--- src/rtl/prefetch_queue.sv ---
// prefetch_queue
//   Instruction-fetch front end. It owns the PC and a DEPTH-entry prefetch
//   FIFO that sits between instruction memory and decode. While the queue has
//   space, it fetches one word per cycle. It presents the oldest entry to
//   decode over a valid/ready handshake. A redirect discards all queued work
//   and restarts fetch at a new PC.
//
// Parameters
//   WIDTH    address / instruction width in bits (>= 8)
//   DEPTH    queue entries, power of two, >= 2
//   RESET_PC PC loaded on reset (low two bits zero)
//
// Ports
//   clk          clock, all state updates on the rising edge
//   reset        synchronous active-high reset (has priority over redirect)
//   imem_addr    fetch address, always the PC register
//   imem_en      high when the word on imem_rdata is enqueued this cycle
//   imem_rdata   instruction at imem_addr (combinational, same cycle)
//   redirect     flush the queue and restart fetch at redirect_pc
//   redirect_pc  new PC, bits [1:0] forced to zero
//   valid_d      queue head is valid
//   ready_d      decode accepts the head this cycle
//   instr_d      head instruction, zero when not valid
//   pc_plus4_d   head fetch address + 4, zero when not valid
//   count        number of occupied entries
module prefetch_queue #(
  parameter int               WIDTH    = 32,
  parameter int               DEPTH    = 4,
  parameter logic [WIDTH-1:0] RESET_PC = '0
) (
  input  logic                       clk,
  input  logic                       reset,
  output logic [WIDTH-1:0]           imem_addr,
  output logic                       imem_en,
  input  logic [WIDTH-1:0]           imem_rdata,
  input  logic                       redirect,
  input  logic [WIDTH-1:0]           redirect_pc,
  output logic                       valid_d,
  input  logic                       ready_d,
  output logic [WIDTH-1:0]           instr_d,
  output logic [WIDTH-1:0]           pc_plus4_d,
  output logic [$clog2(DEPTH+1)-1:0] count
);

  localparam int PW = $clog2(DEPTH);
  localparam int CW = $clog2(DEPTH+1);
  localparam logic [CW-1:0] FULL_COUNT = CW'(DEPTH);

  logic [WIDTH-1:0] pc;
  logic [PW-1:0]    head;
  logic [PW-1:0]    tail;
  logic [CW-1:0]    occupancy;

  logic [WIDTH-1:0] mem_instr [DEPTH];
  logic [WIDTH-1:0] mem_pc4   [DEPTH];

  logic             pop;
  logic             fetch;
  logic [WIDTH-1:0] pc_next_seq;

  // The two alignment bits of a redirect target are discarded by design.
  logic             unused_redirect_low;
  assign unused_redirect_low = ^redirect_pc[1:0];

  assign pc_next_seq = pc + WIDTH'(4);

  // A pop frees a slot in the same cycle, so a full queue can still accept a
  // fetch while decode drains it. A redirect voids both the pop and the fetch.
  // Reset also voids the fetch, so imem_en stays low while reset is held.
  always_comb begin
    pop   = 1'b0;
    fetch = 1'b0;
    if (!reset && !redirect) begin
      pop   = valid_d & ready_d;
      fetch = (occupancy < FULL_COUNT) | pop;
    end
  end

  always_ff @(posedge clk) begin
    if (reset) begin
      pc        <= RESET_PC;
      head      <= '0;
      tail      <= '0;
      occupancy <= '0;
    end else if (redirect) begin
      pc        <= {redirect_pc[WIDTH-1:2], 2'b00};
      head      <= '0;
      tail      <= '0;
      occupancy <= '0;
    end else begin
      if (fetch) begin
        pc   <= pc_next_seq;
        tail <= tail + PW'(1);
      end
      if (pop) begin
        head <= head + PW'(1);
      end
      occupancy <= occupancy + CW'(fetch) - CW'(pop);
    end
  end

  // Storage is not reset. Every read is gated by valid_d.
  always_ff @(posedge clk) begin
    if (fetch) begin
      mem_instr[tail] <= imem_rdata;
      mem_pc4[tail]   <= pc_next_seq;
    end
  end

  always_comb begin
    instr_d    = '0;
    pc_plus4_d = '0;
    if (valid_d) begin
      instr_d    = mem_instr[head];
      pc_plus4_d = mem_pc4[head];
    end
  end

  assign valid_d   = (occupancy != '0);
  assign imem_en   = fetch;
  assign imem_addr = pc;
  assign count     = occupancy;

endmodule

--- config.mk ---
export PLATFORM = sky130hd
export DESIGN_NAME = prefetch_queue
export DESIGN_NICKNAME = d
export VERILOG_FILES = /design/src/rtl/prefetch_queue.sv
export SDC_FILE = /design/constraint.sdc
export NUM_CORES = 1
export LEC_CHECK = 0
export CAP_MARGIN = 20
export CORE_ASPECT_RATIO = 0.5
export CORE_MARGIN = 2
export CORE_UTILIZATION = 30
export CTS_CLUSTER_SIZE = 28
export DETAILED_ROUTE_END_ITERATION = 7
export GPL_ROUTABILITY_DRIVEN = 0
export SYNTH_ARGS = -nofsm -noshare
export SYNTH_HDL_FRONTEND = slang
export SYNTH_SLANG_ARGS = --single-unit
export TNS_END_PERCENT = 1
--- constraint.sdc ---
create_clock -name clk -period 5.2 [get_ports clk]
set_input_delay 0.78 -clock clk [delete_from_list [all_inputs] [get_ports clk]]
set_output_delay 0.78 -clock clk [all_outputs]
set_load 0.1 [all_outputs]
======== Yosys cells after proc, flatten, opt, wreduce, memory -nomap -nowiden ========
Memories as Yosys holds them, arrays and structs flattened. A register that Yosys moved wholly into a read port is not among the register bits.
Index checks and enable logic that the tools add are counted.
word-level totals
  memories ................................ 2
  logic and storage cells ................. 33
  bits of input ports ..................... 68
  RAM bits ................................ 256
  register bits ........................... 39
  output and inout port bits .............. 101
operators by class
  multiplexer cells ....................... 12
  bitwise operators ....................... 2
  magnitude comparators ................... 1
  reductions and logical operators ........ 6
  $add $sub $neg .......................... 5
memory list
  memory     words  width  rd ports  clocked after memory_dff  wr ports  line  text
  mem_instr  4      32     1         1                         1         54    logic [WIDTH-1:0] mem_instr [DEPTH];
  mem_pc4    4      32     1         1                         1         55    logic [WIDTH-1:0] mem_pc4 [DEPTH];
operators with widths
  kind                                                              number
  32-bit two-way mux                                                4
  32-bit by 3-bit adder with 32-bit output (second input constant)  1
  2-bit two-way mux                                                 4
  2-bit by 1-bit adder with 2-bit output (second input constant)    2
  1-bit two-way mux                                                 4
  3-bit by 1-bit adder with 3-bit output                            1
  3-bit < comparator (second input constant)                        1
  3-bit nonzero test                                                1
  3-bit by 1-bit subtractor with 3-bit output                       1
  1-bit zero test                                                   2
  2-bit nonzero test                                                1
  2-bit OR reduction                                                1
  1-bit AND                                                         1
  1-bit logical AND                                                 1
  1-bit OR                                                          1

======== Longest topological paths before layout ========
  depth in word-level cells ............... 6
  depth in mapped cells ................... 11
  mapped depth without buffers ............ 9

======== Worst setup path before layout ========
Ideal clock, no wire load.
  path kind ............................... reg2out
  start ................................... register occupancy[2], in the netlist count[2]
  end ..................................... output instr_d[22]
  data arrival time ....................... 3.329 ns
  cell stages (with the launch flop) ...... 5
  path buffers ............................ 2
  setup slack ............................. 1.091 ns
  cells stage by stage .................... dfxtp_1 -> or3_1 -> clkbuf_1 -> clkbuf_1 -> and2_1
on the way
  longest elaborated chain between the ends .. 2
RTL lines
  what                    line  text
  from (decl)             52    logic [CW-1:0] occupancy;
  from (signal assigned)  98    occupancy <= occupancy + CW'(fetch) - CW'(pop);
  3-bit nonzero test      119   assign valid_d = (occupancy != '0);
  named net valid_d       38    output logic valid_d,
  32-bit two-way mux      113   if (valid_d) begin
  to (decl)               40    output logic [WIDTH-1:0] instr_d,
The timed path passes the listed nets, and every way through them passes these cells.

======== Worst setup path after layout ========
  start ................................... register occupancy[2], in the netlist count[2]
  end ..................................... output pc_plus4_d[11]
on the way
  longest elaborated chain between the ends .. 2
RTL lines
  what                line  text
  3-bit nonzero test  119
  32-bit two-way mux  113
  to (decl)           41    output logic [WIDTH-1:0] pc_plus4_d,
No other way between the ends.

==> metrics.md <==
| Metric | Value |
|---|---|
| Nets | 999 |
| Leak | 0.004952 µW |
| Layout cell share with drive strength beyond 1 | 13.86% |
| Vias | 7143 |
| Drt pass-1 iters | 5 |
| Die area | 0.04237 mm² |
| Critical path class | flip-flop to output port |
| Met3 usage | 1.469% |
| Antenna cells | 0 |
| GRT Overall Usage | 13.32% |
| Post CTS Setup Buffer Count | 0 |
| Post-synthesis async set-or-reset flop share | 0% |
| # resized after CTS | 0 |
| Max Fclk | 238.1 MHz |
| M2 GR Usage | 24.96% |
| CTS tree | done |
| Synthesized instance count | 767 |
| Syn. warnings | 0 |
| Clk root buf | clkbuf_16 |
| Clk slew on worst S/H paths | 0.06 ns |
| Finish-stage setup viols | 0 |
| Synthesized area per cell | 15.90 µm² |
| Status | completed |
| Hold path depth | 2 |
| Post-synth EDFFs | 248 |
| Max-slew headroom | 28.51% |
| Worst Hold Class | flip-flop to flip-flop |
| Total gr overflow | 0 |
| Worst path required time | 4.42 ns |
| Largest net degree at the start of global routing | 63 |
| H-tree levels | 1 |
| Final core utilization | 38.37% |
| Period minus WS final | 4.200 ns |
| Worst slew pin tran | 1.069 ns |
| Reg2reg path depth | 9 |
| CTS sink cnt | 287 |
| Post-Layout Cell Count | 1485 |
| Synthesis-stage register bit count | 287 |
| IO buf count | 162 |
| Clock buffer depth | 3 |
| Hold Vio Cnt, Final | 0 |
| Yosys cell types | 55 |
| Setup WS post-layout | 1.000 ns |
| Core area | 0.04027 mm² |
| Vias per inst | 4.810 |
| Setup TNS | 0 ns |
| Drt drc | 0 |
| TritonCTS Buffers | 28 |
| Cell Area, Synth | 0.01219 mm² |
| Maxcap violations | 0 |
| DR WL/cell | 19.04 µm |
| Unrepaired setup endpoints after global routing | no |
| Ports | 169 |
| Max FO, Critical Path | 44 |
| CP Capture Type | output port |
| Clock Skew | 0.01766 ns |
| Initial drt markers | 433 |
| Grt met1 use | 15.64% |
| Final Cycle Share | 80.77% |
| Number of global-route vias before repair | 7603 |
| CP startpoint kind | flip-flop |
| Sequential share of the synthesized area | 67.48% |
| Hold Buf Count CTS | 0 |
| Gr busiest metal | met2 |
| Reg2reg setup slack | 2.14 ns |
| Final ANT Viol Nets | 0 |
| Dpl ws | 1.430 ns |
| Total Power | 5376 µW |
| Most used DFF post-synth | edfxtp_1 |
| Critical Path AT | 3.42 ns |
| Initial antenna violation count | 0 |
| HPWL after DPL | 18660 µm |
| DP Cell Count | 1433 |
| Chip width | 289.1 µm |
| Slew Limit Fails | 0 |
| Global-route wire length before repair | 43640 µm |
| Maximum vdd drop | 0.0002275 V |
| Row count | 52 |
| Worst-skew pair later-pin latency | 0.54 ns |
| Routed WL | 28270 µm |
| Area growth syn-to-layout | 26.72% |
| P per Cell Area | 347.9 mW/mm² |
| Initial core utilization | 30.28% |
| Die height | 146.6 µm |
cell usage in the layout (no fill, tap or decap), types with 5 or more instances in the layout:
| cell | netlist | layout |
|---|---|---|
| a211oi_1 | 9 | 9 |
| a21oi_1 | 7 | 7 |
| a311oi_1 | 7 | 7 |
| a31oi_1 | 7 | 7 |
| and2_1 | 74 | 74 |
| and3_1 | 12 | 8 |
| and4_1 | 6 | 6 |
| buf_12 | 0 | 6 |
| buf_4 | 6 | 11 |
| bufinv_16 | 0 | 6 |
| clkbuf_1 | 33 | 9 |
| clkbuf_16 | 0 | 29 |
| clkdlybuf4s50_1 | 0 | 161 |
| dfxtp_1 | 39 | 37 |
| edfxtp_1 | 248 | 248 |
| ha_1 | 7 | 7 |
| inv_1 | 14 | 14 |
| mux4_2 | 62 | 62 |
| nand2_1 | 37 | 37 |
| nand3_1 | 18 | 18 |
| nand4_1 | 14 | 14 |
| nor2_1 | 35 | 35 |
| nor3_1 | 13 | 13 |
| nor4_1 | 8 | 8 |
| or3_1 | 6 | 5 |
| or4_1 | 8 | 8 |
| xnor2_1 | 17 | 17 |
| xor2_1 | 23 | 23 |
layer usage:
metal | up-vias | wire length, µm
li1 | 3287 | -
met1 | 3664 | 11010
met2 | 130 | 15500
met3 | 62 | 695
met4 | 0 | 1059
met5 | - | 0
worst max-delay path, cell delays in order (launching register included):
cell             delay [ns]
dfxtp_1                0.44
or3_2                  0.74
buf_4                  0.35
and2_1                 0.17
clkdlybuf4s50_1        1.15
synth_stat cells (all sizes together) (2+ instances only):
library cell,instances,area (µm²)
a2111oi,2,18.77
o31ai,4,30.03
nand2b,3,18.77
nand4b,2,17.52
nand2,37,138.9
mux4,62,1396
dfxtp,39,780.8
nor3,13,65.06
inv,14,52.55
clkbuf,33,123.9
o21ai,2,10.01
or3,6,37.54
a211o,2,17.52
nor2,35,131.4
or4,8,60.06
o221ai,3,26.28
and3,12,75.07
and4,7,63.81
nand4,16,121.4
and2,74,462.9
a211oi,9,67.56
buf,22,136.4
nand3,19,100.1
edfxtp,248,7447
xnor2,17,148.9
a31oi,7,43.79
nor4,8,50.05
o41ai,2,17.52
ha,7,87.58
a21oi,7,35.03
xor2,23,201.4
o211ai,3,22.52
a311oi,7,61.31
final cells by class:
class | count | area (µm²)
multi-input cells | 413 | 3666
clock inverters | 12 | 219.0
fillers | 3706 | 24820
flip-flops and latches | 287 | 8233
repair buffers | 178 | 1814
inverters | 15 | 56.30
well taps | 540 | 675.6
clock buffers | 40 | 787.0
final timing paths:
check,startpoint,endpoint
setup / recovery,count[2]$_SDFF_PP0_,pc_plus4_d[11]
hold / removal,tail[1]$_SDFFE_PP0P_,tail[1]$_SDFFE_PP0P_
setup reg to reg,count[2]$_SDFF_PP0_,count[2]$_SDFF_PP0_
hold reg to reg,tail[1]$_SDFFE_PP0P_,tail[1]$_SDFFE_PP0P_
sequential cells by signal, indices dropped and copies added (netlist names), named ones only:
signal     flops
imem_addr     30
count          3
tail           2
mem_instr    128
mem_pc4      120
head           2
cell families (layout without fill, tap and decap cells):
family | count (synthesis) | in the layout | share of synthesized area (%)
adders and majority gates | 8 | 8 | 0.8825
other | 1 | 4 | 0.03076
muxes | 62 | 62 | 11.45
DFF | 287 | 287 | 67.48
buffers and inverters | 70 | 245 | 2.596
AOI/OAI and AO/OA | 53 | 53 | 3.233
xor gates and xnor gates | 40 | 40 | 2.873
and+or+nand+nor | 246 | 246 | 11.45
power breakdown:
group / internal, µW / switching, µW
Clock: 1350 / 827
Sequential: 2570 / 45.7
Combinational: 170 / 417
Total: 4090 / 1290
metrics by stage:
step                      hold WS, ns  area [µm²]
after floorplan                0.4647       12200
after global placement         0.4780       14450
after detailed placement       0.4867       14450
after CTS                      0.4965       15450
after global routing           0.5642       15450
final                          0.4991       15450
No activity file was read; power rests on OpenSTA's default activity.
